[config.mk]
export PLATFORM = sky130hd
export DESIGN_NAME = vga_timing_gen
export DESIGN_NICKNAME = d
export VERILOG_FILES = /design/src/rtl/vga_pkg.sv /design/src/rtl/vga_axis_counter.sv /design/src/rtl/vga_timing_gen.sv
export SDC_FILE = /design/constraint.sdc
export NUM_CORES = 1
export LEC_CHECK = 0
export ABC_AREA = 1
export BUFFER_PORTS_ARGS = -buffer_cell sky130_fd_sc_hd__buf_2
export CAP_MARGIN = 20
export CORE_AREA = 2 2 68 70
export DETAILED_ROUTE_END_ITERATION = 10
export DIE_AREA = 0 0 70 72
export PLACE_DENSITY = 0.74
export SLEW_MARGIN = 20
export SYNTH_ARGS = -nofsm -noshare
export SYNTH_HDL_FRONTEND = slang
export SYNTH_SLANG_ARGS = --single-unit
[constraint.sdc]
create_clock -name i_clk -period 2.13 [get_ports i_clk]
set_clock_uncertainty 0.1 [all_clocks]
set_input_delay 0.1065 -clock i_clk [delete_from_list [all_inputs] [get_ports i_clk]]
set_output_delay 0.1065 -clock i_clk [all_outputs]
set_load 0.05 [all_outputs]
[src/rtl/vga_pkg.sv]
// Shared VGA types: mode bundles, axis region encoding and a width helper.
package vga_pkg;

  typedef struct packed {
    int unsigned h_visible;
    int unsigned h_fp;
    int unsigned h_sync;
    int unsigned h_bp;
    int unsigned v_visible;
    int unsigned v_fp;
    int unsigned v_sync;
    int unsigned v_bp;
  } vga_mode_t;

  localparam vga_mode_t VGA_800x600_60 = '{
    h_visible: 800, h_fp: 40, h_sync: 128, h_bp: 88,
    v_visible: 600, v_fp: 1,  v_sync: 4,   v_bp: 23
  };

  localparam vga_mode_t VGA_640x480_60 = '{
    h_visible: 640, h_fp: 16, h_sync: 96, h_bp: 48,
    v_visible: 480, v_fp: 10, v_sync: 2,  v_bp: 33
  };

  // Axis regions in raster order.
  typedef enum logic [1:0] {VISIBLE, FRONT, SYNC, BACK} region_t;

  // Bits needed to hold values 0..v-1.
  function automatic int unsigned clog2(input int unsigned v);
    int unsigned r;
    r = 0;
    for (int unsigned i = 0; i < 32; i++) begin
      if ((32'd1 << i) < v) r = i + 1;
    end
    return r;
  endfunction

endpackage

[src/rtl/vga_axis_counter.sv]
// One raster axis: wrapping counter with region decode; step acts as carry-in.
module vga_axis_counter #(
  parameter int unsigned VISIBLE = 800,
  parameter int unsigned FP      = 40,
  parameter int unsigned SYNC    = 128,
  parameter int unsigned BP      = 88,
  parameter int unsigned W       = vga_pkg::clog2(VISIBLE + FP + SYNC + BP)
) (
  input  logic             clk,
  input  logic             rst_n,
  input  logic             step,
  output logic [W-1:0]     count,
  output vga_pkg::region_t region,
  output logic             wrap
);

  localparam int unsigned TOTAL       = VISIBLE + FP + SYNC + BP;
  localparam logic [W-1:0] LAST       = W'(TOTAL - 1);
  localparam logic [W-1:0] FP_START   = W'(VISIBLE);
  localparam logic [W-1:0] SYNC_START = W'(VISIBLE + FP);
  localparam logic [W-1:0] BACK_START = W'(VISIBLE + FP + SYNC);

  assign wrap = (count == LAST);

  always_ff @(posedge clk or negedge rst_n) begin
    if (!rst_n) begin
      count <= '0;
    end else if (step) begin
      count <= wrap ? '0 : count + W'(1);
    end
  end

  always_comb begin
    region = vga_pkg::VISIBLE;
    if (count >= BACK_START)      region = vga_pkg::BACK;
    else if (count >= SYNC_START) region = vga_pkg::SYNC;
    else if (count >= FP_START)   region = vga_pkg::FRONT;
  end

endmodule

[src/rtl/vga_timing_gen.sv]
// VGA raster timing generator with sync/blank delay matched to the pixel source.
// Define VGA_TPG_EN to add i_tpg_sel and the built-in test pattern.
module vga_timing_gen
  import vga_pkg::*;
#(
  parameter int unsigned H_VISIBLE  = VGA_800x600_60.h_visible,
  parameter int unsigned H_FP       = VGA_800x600_60.h_fp,
  parameter int unsigned H_SYNC     = VGA_800x600_60.h_sync,
  parameter int unsigned H_BP       = VGA_800x600_60.h_bp,
  parameter int unsigned V_VISIBLE  = VGA_800x600_60.v_visible,
  parameter int unsigned V_FP       = VGA_800x600_60.v_fp,
  parameter int unsigned V_SYNC     = VGA_800x600_60.v_sync,
  parameter int unsigned V_BP       = VGA_800x600_60.v_bp,
  parameter bit          H_SYNC_POL = 1'b1,
  parameter bit          V_SYNC_POL = 1'b1,
  parameter int unsigned COLOR_BITS = 2,
  parameter int unsigned SCALE_LOG2 = 2,
  parameter int unsigned PIX_LAT    = 1,
  localparam int unsigned HW = clog2(H_VISIBLE + H_FP + H_SYNC + H_BP),
  localparam int unsigned VW = clog2(V_VISIBLE + V_FP + V_SYNC + V_BP)
) (
  input  logic                     i_clk,
  input  logic                     i_rst_n,
  input  logic                     i_en,
`ifdef VGA_TPG_EN
  input  logic                     i_tpg_sel,
`endif
  input  logic [COLOR_BITS-1:0]    i_red,
  input  logic [COLOR_BITS-1:0]    i_green,
  input  logic [COLOR_BITS-1:0]    i_blue,
  output logic [HW-1:0]            o_x,
  output logic [VW-1:0]            o_y,
  output logic [HW-SCALE_LOG2-1:0] o_cell_x,
  output logic [VW-SCALE_LOG2-1:0] o_cell_y,
  output logic                     o_de_req,
  output logic [COLOR_BITS-1:0]    o_red,
  output logic [COLOR_BITS-1:0]    o_green,
  output logic [COLOR_BITS-1:0]    o_blue,
  output logic                     o_hsync,
  output logic                     o_vsync,
  output logic                     o_de,
  output logic                     o_sol,
  output logic                     o_sof
);

  localparam int unsigned CELL = 1 << SCALE_LOG2;

  if (H_VISIBLE == 0 || H_FP == 0 || H_SYNC == 0 || H_BP == 0 ||
      V_VISIBLE == 0 || V_FP == 0 || V_SYNC == 0 || V_BP == 0 ||
      (H_VISIBLE % CELL) != 0 || (V_VISIBLE % CELL) != 0 ||
      PIX_LAT > 8 || COLOR_BITS == 0) begin : g_bad_params
    $error("vga_timing_gen: illegal timing/scale parameters");
  end

  region_t h_region, v_region;
  logic    h_wrap, v_wrap;
  logic    at_sol, at_sof;
  logic    raw_hs, raw_vs, raw_de;
  logic    tap_hs, tap_vs, tap_de;
  logic [COLOR_BITS-1:0] red_src, green_src, blue_src;

  vga_axis_counter #(
    .VISIBLE(H_VISIBLE), .FP(H_FP), .SYNC(H_SYNC), .BP(H_BP), .W(HW)
  ) u_h_axis (
    .clk(i_clk), .rst_n(i_rst_n), .step(i_en),
    .count(o_x), .region(h_region), .wrap(h_wrap)
  );

  vga_axis_counter #(
    .VISIBLE(V_VISIBLE), .FP(V_FP), .SYNC(V_SYNC), .BP(V_BP), .W(VW)
  ) u_v_axis (
    .clk(i_clk), .rst_n(i_rst_n), .step(i_en & h_wrap),
    .count(o_y), .region(v_region), .wrap(v_wrap)
  );

  assign o_cell_x = o_x[HW-1:SCALE_LOG2];
  assign o_cell_y = o_y[VW-1:SCALE_LOG2];
  assign raw_hs   = (h_region == SYNC);
  assign raw_vs   = (v_region == SYNC);
  assign raw_de   = (h_region == VISIBLE) && (v_region == VISIBLE);
  assign o_de_req = raw_de;

  // Flags track "counter sits at line/frame start"; reset parks both at 0,0.
  always_ff @(posedge i_clk or negedge i_rst_n) begin
    if (!i_rst_n) begin
      at_sol <= 1'b1;
      at_sof <= 1'b1;
    end else if (i_en) begin
      at_sol <= h_wrap;
      at_sof <= h_wrap & v_wrap;
    end
  end

  assign o_sol = i_en & i_rst_n & at_sol;
  assign o_sof = i_en & i_rst_n & at_sof;

`ifdef VGA_TPG_EN
  localparam int unsigned PW = 3 + HW + VW;
  logic [HW-1:0] tap_x;
  logic [VW-1:0] tap_y;
  logic [PW-1:0] raw, tap;
  assign raw   = {raw_de, raw_hs, raw_vs, o_x, o_y};
  assign tap_x = tap[HW+VW-1:VW];
  assign tap_y = tap[VW-1:0];
`else
  localparam int unsigned PW = 3;
  logic [PW-1:0] raw, tap;
  assign raw = {raw_de, raw_hs, raw_vs};
`endif

  assign {tap_de, tap_hs, tap_vs} = tap[PW-1:PW-3];

  // Active-high delay line; all-zero is the inactive (blanked, no sync) state.
  if (PIX_LAT == 0) begin : g_no_delay
    assign tap = raw;
  end else begin : g_delay
    logic [PIX_LAT-1:0][PW-1:0] dly;
    always_ff @(posedge i_clk or negedge i_rst_n) begin
      if (!i_rst_n) begin
        dly <= '0;
      end else if (i_en) begin
        dly[0] <= raw;
        for (int k = 1; k < PIX_LAT; k++) dly[k] <= dly[k-1];
      end
    end
    assign tap = dly[PIX_LAT-1];
  end

  always_comb begin
    red_src   = i_red;
    green_src = i_green;
    blue_src  = i_blue;
`ifdef VGA_TPG_EN
    if (i_tpg_sel) begin
      red_src   = COLOR_BITS'(tap_x >> SCALE_LOG2) & COLOR_BITS'(tap_y >> SCALE_LOG2);
      green_src = COLOR_BITS'(tap_x >> (SCALE_LOG2 + 3));
      blue_src  = COLOR_BITS'(tap_y >> (SCALE_LOG2 + 3));
    end
`endif
  end

  // Output stage: polarity applied here, colour blanked outside delayed de.
  always_ff @(posedge i_clk or negedge i_rst_n) begin
    if (!i_rst_n) begin
      o_hsync <= !H_SYNC_POL;
      o_vsync <= !V_SYNC_POL;
      o_de    <= 1'b0;
      o_red   <= '0;
      o_green <= '0;
      o_blue  <= '0;
    end else if (i_en) begin
      o_hsync <= tap_hs ? H_SYNC_POL : !H_SYNC_POL;
      o_vsync <= tap_vs ? V_SYNC_POL : !V_SYNC_POL;
      o_de    <= tap_de;
      o_red   <= tap_de ? red_src   : '0;
      o_green <= tap_de ? green_src : '0;
      o_blue  <= tap_de ? blue_src  : '0;
    end
  end

endmodule

== Word level (Yosys, flattened, before mapping) ==
Cells that the tools add are included.
W data, S select, Z words.
Operators by class
  add/sub/neg operators: 2
  $mul: 0
  reductions and logical operators: 3
  shifts and indexed selects: 0
  divide/modulo/power cells: 0
  bitwise gates (word level): 5
  mux-type cells: 13
  order comparisons: 6
  equal/unequal tests: 4
Operators with widths (count)
  $ge A11 B10 Y1 const B: 3
  $ge A10 B10 Y1 const B: 3
  $mux W2: 7
  $add A11 B1 Y11 const B: 1
  $eq A11 B11 Y1 const B: 1
  $mux W11: 1
  $add A10 B1 Y10 const B: 1
  $eq A10 B10 Y1 const B: 1
  $mux W10: 1
  $and A1 B1 Y1: 5
  $eq A2 B2 Y1 const B: 2
  $logic_not A2 Y1: 2
  $mux W1: 4
  $logic_and A1 B1 Y1: 1
Storage, ports and cells
  memories kept: 0
  memory bits (read-only): 0
  output and inout port bits: 50
  bits in latches: 0
  bits in registers: 35
  RAM bits: 0
  word-level logic and storage cells: 44
  input port bits: 9

== Depth between registers and ports, before layout ==
Gate-level depths: netlist of the first run.
  depth in word-level cells: 6
  mapped depth: 9
  mapped depth without buffers: 8

== Cells and area by module ==
From an unflattened synthesis of the first run, not the netlist that was laid out.
Second synthesis, totals
  cells, all modules: 277
  area, all modules: 2108.3 µm²
By module, submodules not included
  vga_axis_counter (u_h_axis): area an instance 713.2 µm², seq. area each 275.3 µm², cells an instance 97, times used 1
  vga_timing_gen: area an instance 710.7 µm², seq. area each 352.8 µm², cells an instance 84, times used 1
  vga_axis_counter (u_v_axis): area an instance 684.4 µm², seq. area each 250.2 µm², cells an instance 96, times used 1

== Least setup slack after synthesis of the first run ==
No wires, ideal clock.
  kind: register to register
  start point: register u_v_axis.count[7]
  end point: register g_delay.dly[2] (netlist name)
  period minus slack after synthesis: 2068 ps
  path buffers: 0
  library setup time: 68 ps
  slack: 62 ps
  data required time: 1962 ps
  arrival: 1900 ps
  cell stages (with the launch flop): 6
  path through: dfrtp_1 > o21ai_0 > o21ai_0 > nor2_1 > nand2_1 > nand2_1
Between the ends
  longest elaborated chain between the ends: 6
  elaborated cells on any way between the ends: 8
  classes of those cells: order compare: 3; mux: 3; reduce/logical: 2
RTL lines
  start, declared: RTL line vga_axis_counter.sv:12  | output logic [W-1:0] count,
  start signal, assigned: RTL line vga_axis_counter.sv:29  | count <= wrap ? '0 : count + W'(1);
  $ge A10 B10 Y1: RTL line vga_axis_counter.sv:37  | else if (count >= FP_START) region = vga_pkg::FRONT;
  $mux W1: RTL line vga_axis_counter.sv:37
  $mux W2: RTL line vga_axis_counter.sv:36  | else if (count >= SYNC_START) region = vga_pkg::SYNC;
  $mux W2 *: RTL line vga_axis_counter.sv:35  | if (count >= BACK_START) region = vga_pkg::BACK;
  $logic_not A2 Y1 *: RTL line vga_timing_gen.sv:80  | assign raw_de = (h_region == VISIBLE) && (v_region == VISIBLE);
  $logic_and A1 B1 Y1 *: RTL line vga_timing_gen.sv:80
  via o_de_req: RTL line vga_timing_gen.sv:35  | output logic o_de_req,
  end, declared: RTL line vga_timing_gen.sv:117  | logic [PIX_LAT-1:0][PW-1:0] dly;
Mark *: on every way through the listed nets, which the timed path passes. The rest lies on a longest branch.
A chain may end at the register's enable or synchronous reset.

== Worst setup path after layout of the first run ==
  start point: register u_v_axis.count[7]
  end point: output port o_de_req
Between the ends
  longest elaborated chain between the ends: 6
  elaborated cells on any way between the ends: 8
  classes of those cells: order compare: 3; mux: 3; reduce/logical: 2
RTL lines (RTL line)
  $ge A10 B10 Y1: vga_axis_counter.sv:37
  $mux W1: vga_axis_counter.sv:37
  $mux W2: vga_axis_counter.sv:36
  $mux W2 *: vga_axis_counter.sv:35
  $logic_not A2 Y1 *: vga_timing_gen.sv:80
  $logic_and A1 B1 Y1 *: vga_timing_gen.sv:80
  end, declared: vga_timing_gen.sv:35
Mark *: on every way between the ends. The rest lies on a longest branch, timed or not.

==> results, run 1 <==
- The run finished with clean final reports.
- The total of hold buffers inserted after clock tree synthesis is 7.
- The first-iteration detailed-routing DRC count is around 110.
- On the final layout, the worst hold slack is approximately 0.17 ns.
- In the synthesized netlist, the number of instances is ~280.
- The endpoint identified for the worst register-to-register timing path is u_v_axis.count[6]$_DFFE_PN0P_.
- Entering global routing, the biggest net connects 36 pins.
- After global routing the overflow that remains totals 0.
- The worst-case vdd ir drop is about 0.00042 V.
- In this run the core area contains 24 standard-cell rows.
- The last weighted congestion value of the routability-driven placer is around 0.95.
- In this run the number of H-tree levels came out at 2.
- Wires add up to approximately 4400 microns.
- The post-placement worst setup slack is between 0.4 and 0.5 ns.
- The number of cells on the worst reg-to-reg path is 7.
- The average detailed-routed wire length per instance is about 12 microns.
- The number of nets in the final layout is 342.
- The setup TNS after final layout is 0 ns.
- The worst setup path is launched from a flip-flop.
- For the pin with the worst max-slew slack, the measured transition is ~0.46 ns.
- The total power per unit cell area is roughly 720 nW/um^2.
- The floorplan step defined a die boundary enclosing between 5000 and 6000 sq um.
- The wire length of the first global-routing pass is between 7000 and 8000 microns.
- The number of global-route vias before repair is 1,752.
- The standard cell core area is approximately 4300 sq um.
- The most common cell after layout, fill and taps aside is sky130_fd_sc_hd__nand2_1.
- Summing the sequential cell areas from Yosys gives ~42% of the chip area.
- The number of synthesized register bits is 35.
- The number of violations of the max-capacitance limit is 0.
- After layout, the minimum clock period comes to approximately 1.9 ns.
- The synthesized netlist occupies a cell area of between 2000 and 2500 sq um.
- The worst min-delay path class is input pin to flip-flop.
- In the routed design, unresolved DRC markers number 0.
- The first TritonRoute pass finished after 4 iterations.
- The standby leakage power is approximately 1.4 nW.
- The startpoint of the worst hold path is i_en.
- After layout, the worst setup slack is 0.239 ns.
- The number of warnings issued by yosys is 0.
- The ratio of cells with drive above 1 in the final layout is 24.3%.
- From left edge to right edge, the die measures ~70 microns.
- In this run the worst path has a maximum fanout of 7.
- The total number of clock tree sinks is 35.
- The count of antenna-violating nets left after detailed routing is 0.
- Global routing used a little under a fifth of the available tracks across all layers.
- The initial utilization of the core area, before any placement, comes to about 50%.
- The design draws about 0.0018 W.
- Clock tree synthesis selected as its root buffer the cell sky130_fd_sc_hd__clkbuf_8.
- The headroom to the max-slew limit is 69.4%.
- The antenna diode count is 0.
- The number of antenna violations at the first check in global routing came to 0.
- The distinct cell type count after synthesis is 26.
- The destination of the worst hold path is o_hsync$_DFFE_PN0P_.
- The top cell types in the final layout, fill and taps aside, are sky130_fd_sc_hd__nand2_1 (88), sky130_fd_sc_hd__buf_2 (58), sky130_fd_sc_hd__inv_1 (33), sky130_fd_sc_hd__dfrtp_1 (33), sky130_fd_sc_hd__nand3_1 (23).
- STA puts the critical path data required time at between 1.5 and 2 ns.
- The synthesis-to-layout area growth is 16.9%.
- A synthesized cell averages 7.47 sq um.
- The worst setup path category is flip-flop to primary output.
- The highest achievable clock rate is ~0.53 GHz.
- The ratio of routed vias to standard cells is ~5.
- The number of gates resized after cts is 0.
- Port buffering added 58 buffers.
- The final number of max-transition violations is 0.
- The clock tree from TritonCTS is built.
- The share of the clock period used by the worst path after layout is 88.8%.
- The final HPWL from detailed placement is roughly 3300 microns.
- The worst setup path is captured at a primary output.
- The clock transition at the register clock pins on the worst setup and hold paths after CTS is 0.07 ns.
- The via count is around 1,900.
- Setup repair after global routing left no endpoint under its margin.
- The flop-to-flop setup slack is roughly 0.42 ns.
- The cell count of the worst hold path is 3.
- The synthesized net count is between 200 and 300.
- TritonCTS created 5 clock buffers.
- For the worst-skew pair, the clock arrives at the later sink with an insertion delay of around 0.28 ns.
- The count of pins on the block boundary is about 60.
- The total non-filler cell area in the finished layout is 2440 sq um.
- After clock tree synthesis, the setup repair step added 0 buffers.
- In this run the deepest clock path goes through 2 buffers.
- The multi-input gate area in the final layout is ~910 sq um.
- Setup violations remaining at the end of the flow were counted as 0.
- The worst register-to-register path begins at u_h_axis.count[1]$_DFFE_PN0P_.
- The hold violation count in the final report came to 0.
- The data arrival time of the worst path is ~1.7 ns.
- After filler insertion, the fill cell instance count of the layout stands at slightly above 400.
- The placement-stage cell area is 2280 sq um.
- Across the whole layout, storage elements account for just under 900 sq um.
- The die is just over 70 microns tall.
## cell usage after synthesis
master	number	share of area (%)
sky130_fd_sc_hd__a211oi_1	1	0.36
sky130_fd_sc_hd__a21oi_1	2	0.48
sky130_fd_sc_hd__buf_4	18	6.5
sky130_fd_sc_hd__clkbuf_1	3	0.54
sky130_fd_sc_hd__clkbuf_2	3	0.72
sky130_fd_sc_hd__dfrtp_1	33	40
sky130_fd_sc_hd__dfstp_2	2	2.5
sky130_fd_sc_hd__ha_1	5	3.0
sky130_fd_sc_hd__inv_1	33	5.9
sky130_fd_sc_hd__inv_2	3	0.54
sky130_fd_sc_hd__nand2_1	88	16
sky130_fd_sc_hd__nand3_1	23	5.5
sky130_fd_sc_hd__nand3_2	2	0.96
sky130_fd_sc_hd__nand3b_1	1	0.36
sky130_fd_sc_hd__nand4_1	4	1.2
sky130_fd_sc_hd__nand4_2	1	0.60
sky130_fd_sc_hd__nor2_1	21	3.8
sky130_fd_sc_hd__nor2_2	3	0.90
sky130_fd_sc_hd__nor3_1	3	0.72
sky130_fd_sc_hd__nor3_2	1	0.48
sky130_fd_sc_hd__nor3_4	1	0.78
sky130_fd_sc_hd__o21ai_0	16	3.8
sky130_fd_sc_hd__o21ai_1	2	0.48
sky130_fd_sc_hd__o22ai_2	1	0.60
sky130_fd_sc_hd__or2_2	1	0.30
sky130_fd_sc_hd__xor2_1	8	3.4
## how the worst max path moves through the flow
stage	from	to	slack [ns]	cells past startpoint
3_5_place_dp	u_h_axis.count[0]$_DFFE_PN0P_	u_v_axis.count[6]$_DFFE_PN0P_	0.41	7
4_1_cts	u_v_axis.count[7]$_DFFE_PN0P_	o_de_req	0.25	4
6_report	u_v_axis.count[7]$_DFFE_PN0P_	o_de_req	0.24	4
5_1_grt	u_v_axis.count[7]$_DFFE_PN0P_	o_de_req	0.12	4
3_3_place_gp	u_h_axis.count[0]$_DFFE_PN0P_	u_v_axis.count[3]$_DFFE_PN0P_	0.46	6
2_1_floorplan	u_v_axis.count[7]$_DFFE_PN0P_	g_delay.dly[2]$_DFFE_PN0P_	0.06	5
## final cells by class
type | instances | share of cell area, %
Tap cell | 52 | 2.67
Multi-Input combinational cell | 184 | 37.3
Inverter | 36 | 5.55
Clock buffer | 7 | 3.13
Sequential cell | 35 | 36.1
Clock inverter | 1 | 0.205
Timing Repair Buffer | 66 | 15.1
## sequential cells by signal (all words and copies together), names as in the netlist
name,cells
at_sof,1
o_red,2
g_delay.dly,3
u_h_axis.count,11
o_de,1
o_green,2
at_sol,1
o_vsync,1
o_blue,2
o_hsync,1
u_v_axis.count,10
## stage by stage
step | std cells | util [%]
after floorplan | 279 | -
after global placement | 366 | 53.6
after detailed placement | 366 | 53.6
after CTS | 381 | 57.1
after global routing | 381 | 57.1
final | 381 | 57.1
## per-layer routing
metal  GRT usage, %  up-vias  share of wire [%]
li1               -      947                  -
met1           24.4      872                 46
met2           33.5       57                 48
met3           2.92        5                4.9
met4           5.13        0               0.95
met5              0        -                  0
## worst max-delay path: stages (launching register included)
cell and delay, ns:
sky130_fd_sc_hd__dfrtp_1 0.45, sky130_fd_sc_hd__o21ai_0 0.33, sky130_fd_sc_hd__o21ai_0 0.18, sky130_fd_sc_hd__nor2_1 0.15, sky130_fd_sc_hd__buf_2 0.29
## power by group
group	switching, W	total, W	internal, W
registers	0.0000594	0.000768	0.000708
logic	0.000418	0.000538	0.000120
clock network	0.000225	0.000454	0.000229
## cell families (layout without fill, tap and decap cells)
group | count (synthesis) | count (layout) | synth area share (%)
buf+inv | 60 | 110 | 14.2
simple gates | 149 | 149 | 31.5
flops | 35 | 35 | 42.2
fa+ha+maj | 5 | 5 | 3.00
xor+xnor | 8 | 8 | 3.36
compound gates | 22 | 22 | 5.77
No activity file was read; power rests on OpenSTA's default activity.
==> run 2, diff against run 1 <==
--- a/config.mk
+++ b/config.mk
@@ -6,11 +6,13 @@
 export NUM_CORES = 1
 export LEC_CHECK = 0
 export ABC_AREA = 1
+export ABC_CLOCK_PERIOD_IN_PS = 2130
 export BUFFER_PORTS_ARGS = -buffer_cell sky130_fd_sc_hd__buf_2
 export CAP_MARGIN = 20
-export CORE_AREA = 2 2 68 70
+export CORE_AREA = 2 2 52 91
+export CTS_CLUSTER_SIZE = 24
 export DETAILED_ROUTE_END_ITERATION = 10
-export DIE_AREA = 0 0 70 72
+export DIE_AREA = 0 0 54 93
 export PLACE_DENSITY = 0.74
 export SLEW_MARGIN = 20
 export SYNTH_ARGS = -nofsm -noshare
==> run 2 against run 1 <==
First-iteration DRC count down 72%. Total power up 2.2%. Worst setup slack better by 0.0030 ns. Hold slack worse by 0.10 ns.
==> results, run 2 (same netlist as run 1, synthesis figures left out) <==
- The flow ran to the end, and the final reports show no timing, DRC or antenna violations.
- The top cell types in the final layout, fill and taps aside, are sky130_fd_sc_hd__nand2_1 (88), sky130_fd_sc_hd__buf_2 (58), sky130_fd_sc_hd__inv_1 (33), sky130_fd_sc_hd__dfrtp_1 (33), sky130_fd_sc_hd__nand3_1 (23).
- The headroom to the max-slew limit is approximately 70%.
- The die covers about 5000 sq um.
- The count of final setup violators is 0.
- The number of iterations in the first detailed-routing pass is 4.
- The worst register-to-register path has a setup slack of roughly 0.37 ns.
- The largest single stage delay on the critical path is roughly 0.47 ns.
- The tree is rooted in a sky130_fd_sc_hd__clkbuf_8.
- Global routing finished with a remaining overflow of 0.
- Static timing analysis puts the maximum clock frequency at roughly 0.53 GHz.
- For this configuration, the core starts out at a cell density of roughly half.
- The worst hold path was traced through 2 stages.
- The slew at the pin closest to its max-slew limit is about 0.45 ns.
- Along the worst path, the maximum fanout reaches 7.
- The number of flip-flops in the largest register is 11.
- The worst setup path category is flip-flop to primary output.
- Dividing total power by cell area gives a power density of 733 nW/um^2.
- The height of the chip is just over 90 microns.
- The average detailed-routed wire length per instance is around 13 microns.
- Using the TritonRoute via totals, the vias-per-cell ratio works out to 4.92.
- After clock tree synthesis, the setup repair step added 0 buffers.
- The worst register-to-register path has a depth of 7.
- The last weighted congestion value of the routability-driven placer is roughly 0.94.
- Counting along the longest clock path gives a buffer depth of 2.
- The antenna diode count is 0.
- The start of the worst register-to-register path is u_h_axis.count[0]$_DFFE_PN0P_.
- The clock reaches the later pin of the worst-skew pair after about 0.29 ns.
- During I/O placement, the number of pins put on the boundary was 59.
- The worst path in the final design needs a cycle of ~1.9 ns, including I/O delays and setup.
- After the first detailed-routing iteration, the DRC count stood at 31.
- The number of violations of the max-capacitance limit is 0.
- The die is 54 microns wide.
- Entering global routing, the biggest net connects 36 pins.
- The placed cell count is 367.
- The number of nets in the final layout is around 340.
- Once detail routing completed, the nets flagged for antenna violations numbered 0.
- After the flow finishes, the layout carries non-filler instances totaling around 380.
- The final number of max-transition violations is 0.
- The destination of the worst hold path is u_h_axis.count[0]$_DFFE_PN0P_.
- For this run, design rule violations remaining after detail routing come to 0.
- Dividing the final minimum period by the clock period gives about 90%.
- The data arrival time of the worst path is around 1.7 ns.
- In this run the tool buffered the top-level ports with slightly below 60 buffer cells.
- More flip-flops sit in one register than any other, and that register is u_h_axis.count.
- In this run the critical register-to-register path is captured at u_v_axis.count[5]$_DFFE_PN0P_.
- The ratio of cells with drive above 1 in the final layout is about a quarter.
- Summed over all layers, the routed wires come to 4890 microns.
- The critical path goes through o21ai_0 -> o21ai_0 -> nor2_1 -> buf_2.
- The worst min-delay path class is input pin to flip-flop.
- The worst setup path is captured at a primary output.
- The critical path required time is 1.92 ns.
- The number of global-route vias before repair is 1,802.
- The number of antenna violations at the first check in global routing is 0.
- Across the VDD grid, the largest voltage drop is about 0.00072 V.
- The synthesis-to-layout area growth is 17.8%.
- The H-tree generated during clock tree synthesis spans 2 levels.
- STA classifies the critical path startpoint as a flip-flop.
- The standby leakage power is approximately 1.4 nW.
- The number of buffers and inverters on the critical path is 1.
- The region available for standard cell placement spans around 4300 sq um.
- The number of buffers added by the clock tree synthesis step is 5.
- In this design, the critical path's most frequently occurring cell is sky130_fd_sc_hd__o21ai_0.
- The hold violation count in the final report came to 0.
- The final core utilization is between 50% and 60%.
- The category of cells accounting for the largest share of critical-path delay is flip-flops.
- The clock tree from TritonCTS is built.
- The first global-routing pass estimated ~8000 microns of wire.
- The overall power after layout is roughly 0.0018 W.
- The number of logic stages on the critical path including buffering is 4.
- Across all layers, the routed design uses 1,878 vias.
- In the final timing run, aggregate negative setup slack is 0 ns.
- The final HPWL from detailed placement is 3620 microns.
- Global routing consumed, over all layers together, between 20% and 30% of the routing resources.
- The most common cell after layout, fill and taps aside is sky130_fd_sc_hd__nand2_1.
- In this run the most critical hold path is launched from i_en.
- Setup repair after global routing left no endpoint under its margin.
- Row generation in the floorplan step produced 32 rows.
- After clock tree synthesis, the clock-pin slew on the worst setup and hold paths is 0.07 ns.
- The total number of clock tree sinks is 35.
- In the final layout, the registers with the most flip-flops are u_h_axis.count x11, u_v_axis.count x10, g_delay.dly x3.
- The cell with the largest stage delay on the worst path is sky130_fd_sc_hd__dfrtp_1.
[run 2: cell count changes in the layout (fill, tap and decap cells not counted)]
cell                         previous run  this run
sky130_fd_sc_hd__clkbuf_1               2         1
sky130_fd_sc_hd__buf_4                  1         3
sky130_fd_sc_hd__clkinvlp_4             0         1
[run 2: how the worst max path moves through the flow]
stage                                     to  slack [ns]                          start
6_report                            o_de_req        0.24  u_v_axis.count[7]$_DFFE_PN0P_
3_3_place_gp   u_v_axis.count[6]$_DFFE_PN0P_        0.44  u_h_axis.count[0]$_DFFE_PN0P_
2_1_floorplan     g_delay.dly[2]$_DFFE_PN0P_        0.06  u_v_axis.count[7]$_DFFE_PN0P_
3_5_place_dp   u_v_axis.count[3]$_DFFE_PN0P_        0.36  u_h_axis.count[0]$_DFFE_PN0P_
5_1_grt                             o_de_req        0.12  u_v_axis.count[7]$_DFFE_PN0P_
4_1_cts                             o_de_req        0.22  u_v_axis.count[7]$_DFFE_PN0P_
[run 2: repair_timing]
item / 4_1_cts / 5_1_grt
endpoints found under the hold margin: 39 / 0
resized for setup: 0 / 0
hold buffers: 7 / 0
[run 2: cell type report]
type	count	area (sq um)
clock buffer	6	72.6
inverter	36	135
multi-input combinational	184	908
timing repair buffer	68	383
clock inverter	2	12.5
fill	415	1870
sequential	35	878
tap	51	63.8
[run 2: routing by layer]
metal / GRT usage [%] / up-vias / part of all wire [%]
met5: 0 / - / 0
met1: 23.7 / 871 / 38
met4: 12.7 / 0 / 3.5
met2: 37.8 / 45 / 55
met3: 4.31 / 13 / 4.3
li1: - / 949 / -
[run 2: power breakdown]
| part | internal [W] | leakage (nW) | switching (W) | total, W |
|---|---|---|---|---|
| sequential | 0.000708 | 0.451 | 0.0000560 | 0.000764 |
| combinational | 0.000129 | 0.891 | 0.000430 | 0.000560 |
| clock | 0.000228 | 0.0412 | 0.000247 | 0.000475 |
| total | 0.00107 | 1.38 | 0.000733 | 0.00180 |
[run 2: stage by stage]
| step | hold WS (ns) | area [sq um] | setup WS, ns |
|---|---|---|---|
| after floorplan | -0.289 | 2080 | 0.0624 |
| after global placement | 0.150 | 2300 | 0.442 |
| after detailed placement | 0.144 | 2300 | 0.362 |
| after CTS | 0.0643 | 2450 | 0.218 |
| after global routing | 0.0909 | 2450 | 0.122 |
| final | 0.0688 | 2450 | 0.242 |
==> run 3, diff against run 2 <==
--- a/config.mk
+++ b/config.mk
@@ -14,6 +14,7 @@
 export DETAILED_ROUTE_END_ITERATION = 10
 export DIE_AREA = 0 0 54 93
 export PLACE_DENSITY = 0.74
+export SKIP_CTS_REPAIR_TIMING = 1
 export SLEW_MARGIN = 20
 export SYNTH_ARGS = -nofsm -noshare
 export SYNTH_HDL_FRONTEND = slang
==> constraint.sdc (replaced) <==
create_clock -name i_clk -period 2.13 [get_ports i_clk]
set_clock_uncertainty 0.1 [all_clocks]
set_input_delay 0.1065 -clock i_clk [delete_from_list [all_inputs] [get_ports i_clk]]
set_output_delay 0.1065 -clock i_clk [all_outputs]
set_load 0.1 [all_outputs]
==> run 3 against run 2 <==
The flow now finishes with violations (hold timing). Global-route usage fell by 1.0 points. Via count rose by 0.16%. Wire length fell by 0.51%. Hold slack got worse by 0.10 ns. Final area grew 0.56%. Core utilization grew 0.32 points.
==> results, run 3 (same netlist as run 1, synthesis figures left out) <==
- 0 antenna diodes ended up in the layout.
- For the worst setup path, the data arrival time is about 1.7 ns.
- The final reports fail on hold timing.
- After routing, the total negative slack on setup checks comes to 0 ns.
- The synthesis-to-layout area growth is 18.4%.
- The number of global-route vias before repair is between 1,500 and 2,000.
- Across the VDD grid, the largest voltage drop is between 0.0009 and 0.001 V.
- The worst setup path is launched from a flip-flop.
- The via count is 1,881.
- The termination of the worst setup path is o_de_req.
- The final number of max-transition violations is 0.
- The share of the clock period used by the worst path after layout is about nine tenths.
- Static timing analysis puts the maximum clock frequency at ~0.53 GHz.
- STA classifies the critical path endpoint as a primary output.
- After routing the design area is around 2500 sq um.
- From bottom edge to top edge, the die measures around 93 microns.
- The number of violations of the max-capacitance limit is 0.
- The time the worst path needs with I/O delays and setup is about 1.9 ns.
- The floorplan die width is roughly 54 microns.
- The total power per unit cell area is roughly 850 nW/um^2.
- The worst-case reg-to-reg path depth is 7.
- The number of antenna violations at the first check in global routing is 0.
- In this run the worst path has a maximum fanout of 7.
- The worst setup path category is flip-flop to primary output.
- The run finished, with violations left.
- The number of buffers added by the clock tree synthesis step is 5.
- The area occupied by registers is 888 sq um.
- The multi-input gate area in the final layout is a little over 900 sq um.
- The number of remaining DRC errors is 0.
- More flip-flops sit in one register than any other, and that register is u_h_axis.count.
- The ratio of routed vias to standard cells is slightly below 5.
- The clock transition at the register clock pins on the worst setup and hold paths after CTS is about 0.070 ns.
- The headroom to the max-slew limit is 66.2%.
- The analysis attributes to cell leakage a power of ~1.4 nW.
- The cell row count is 32.
- The final-layout worst hold slack is -0.0345 ns.
- The first-iteration detailed-routing DRC count is 34.
- 59 I/O pins were placed.
- The worst-case clock buffer depth is 2.
- Setup repair after global routing left no endpoint under its margin.
- The first global-routing pass estimated roughly 8000 microns of wire.
- The slew at the pin closest to its max-slew limit is 0.511 ns.
- In the global route stage, overall resource usage came out at 21.0%.
- The total grt overflow is 0.
- The most common cell after layout, fill and taps aside is sky130_fd_sc_hd__nand2_1.
- Before antenna repair, the detailed router went through 4 iterations.
- The endpoint identified for the worst register-to-register timing path is u_v_axis.count[5]$_DFFE_PN0P_.
- Tracing the worst setup path back leads to its startpoint at u_v_axis.count[7]$_DFFE_PN0P_.
- The starting density of the core is between 40% and 50%.
- The largest registers in the layout are u_h_axis.count x11, u_v_axis.count x10, g_delay.dly x3.
- At the end of routability-driven placement, the weighted congestion stood at between 0.9 and 1.
- The total number of clock tree sinks is 35.
- The area of the die is 5020 sq um.
- The pin count of the biggest net entering global routing is 36.
- The ratio of cells with drive above 1 in the final layout is roughly 28%.
- Setup violations remaining at the end of the flow were counted as 0.
- The start of the worst register-to-register path is u_h_axis.count[0]$_DFFE_PN0P_.
- Once detail routing completed, the nets flagged for antenna violations numbered 0.
- The clock tree from TritonCTS is built.
- The layout has approximately 440 filler cells.
- Once placement finished, the instance area stood at 2320 sq um.
- The final layout contains routed wiring with a total length of just under 5000 microns.
- The critical path required time is 1.92 ns.
- For this run, the post-layout net count is about 340.
- The wire-length estimate of the detail-placed layout is about 3600 microns.
- The count of buffers added on input and output ports is 58.
- The worst min-delay path class is input pin to flip-flop.
- The average detailed-routed wire length per instance is about 13 microns.
- The tree is rooted in a sky130_fd_sc_hd__clkbuf_8.
- The number of flip-flops in the largest register is 11.
- The hold violation count in the final report is 1.
- The H-tree was split into 2 levels.
- The flop-to-flop setup slack is 0.35 ns.
- The core region is about 4300 sq um.
- In the layout the commonest cells are sky130_fd_sc_hd__nand2_1 (88), sky130_fd_sc_hd__buf_2 (57), sky130_fd_sc_hd__inv_1 (33), sky130_fd_sc_hd__dfrtp_1 (25), sky130_fd_sc_hd__nand3_1 (23).
- The clock insertion delay at the later pin of the skew report is between 0.2 and 0.3 ns.
-- run 3: critical path, stage by stage (launching register included) --
cell and delay (ns):
sky130_fd_sc_hd__dfrtp_2 0.45, sky130_fd_sc_hd__o21ai_0 0.26, sky130_fd_sc_hd__o21ai_0 0.21, sky130_fd_sc_hd__nor2_4 0.13
sky130_fd_sc_hd__clkbuf_4 0.33
-- run 3: layout make-up --
| type | instances | share of cell area (%) |
|---|---|---|
| Clock buffer | 5 | 2.79 |
| Tap cell | 51 | 2.59 |
| Timing Repair Buffer | 67 | 15.2 |
| Clock inverter | 3 | 0.811 |
| Multi-Input combinational cell | 184 | 37.1 |
| Sequential cell | 35 | 36.0 |
| Inverter | 36 | 5.48 |
-- run 3: how the worst min path moves through the flow --
stage / startpoint / endpoint / slack (ns) / cells past startpoint
finish: i_green[0] / o_green[0]$_DFFE_PN0P_ / -0.03 / 3
global route: i_green[0] / o_green[0]$_DFFE_PN0P_ / 0.006 / 3
CTS: i_rst_n / u_h_axis.count[4]$_DFFE_PN0P_ / -0.17 / 2
detailed placement: i_rst_n / u_h_axis.count[4]$_DFFE_PN0P_ / 0.14 / 2
global placement: i_rst_n / u_h_axis.count[4]$_DFFE_PN0P_ / 0.15 / 2
floorplan: i_rst_n / g_delay.dly[0]$_DFFE_PN0P_ / -0.29 / 0
-- run 3: per-stage QoR --
step | setup slack [ns] | cells | utilization, % | total power [W]
after floorplan | 0.0116 | 279 | - | 0.00151
after global placement | 0.424 | 367 | 53.6 | 0.00160
after detailed placement | 0.368 | 367 | 53.6 | 0.00161
after CTS | 0.116 | 375 | 55.6 | 0.00210
after global routing | 0.0310 | 381 | 57.1 | 0.00217
final | 0.249 | 381 | 57.1 | 0.00209
-- run 3: layer usage --
metal	global-route usage (%)	vias to the layer above	wire, microns
met2	36.3	48	2590
li1	-	950	-
met4	11.0	0	182
met1	22.7	868	1900
met5	0	-	0
met3	4.47	15	195
-- run 3: report_power, final --
part	internal (W)	leakage [nW]	switching, W
logic	0.000119	0.885	0.000716
clock network	0.000228	0.0402	0.000256
registers	0.000709	0.440	0.0000626
total	0.00106	1.36	0.00103
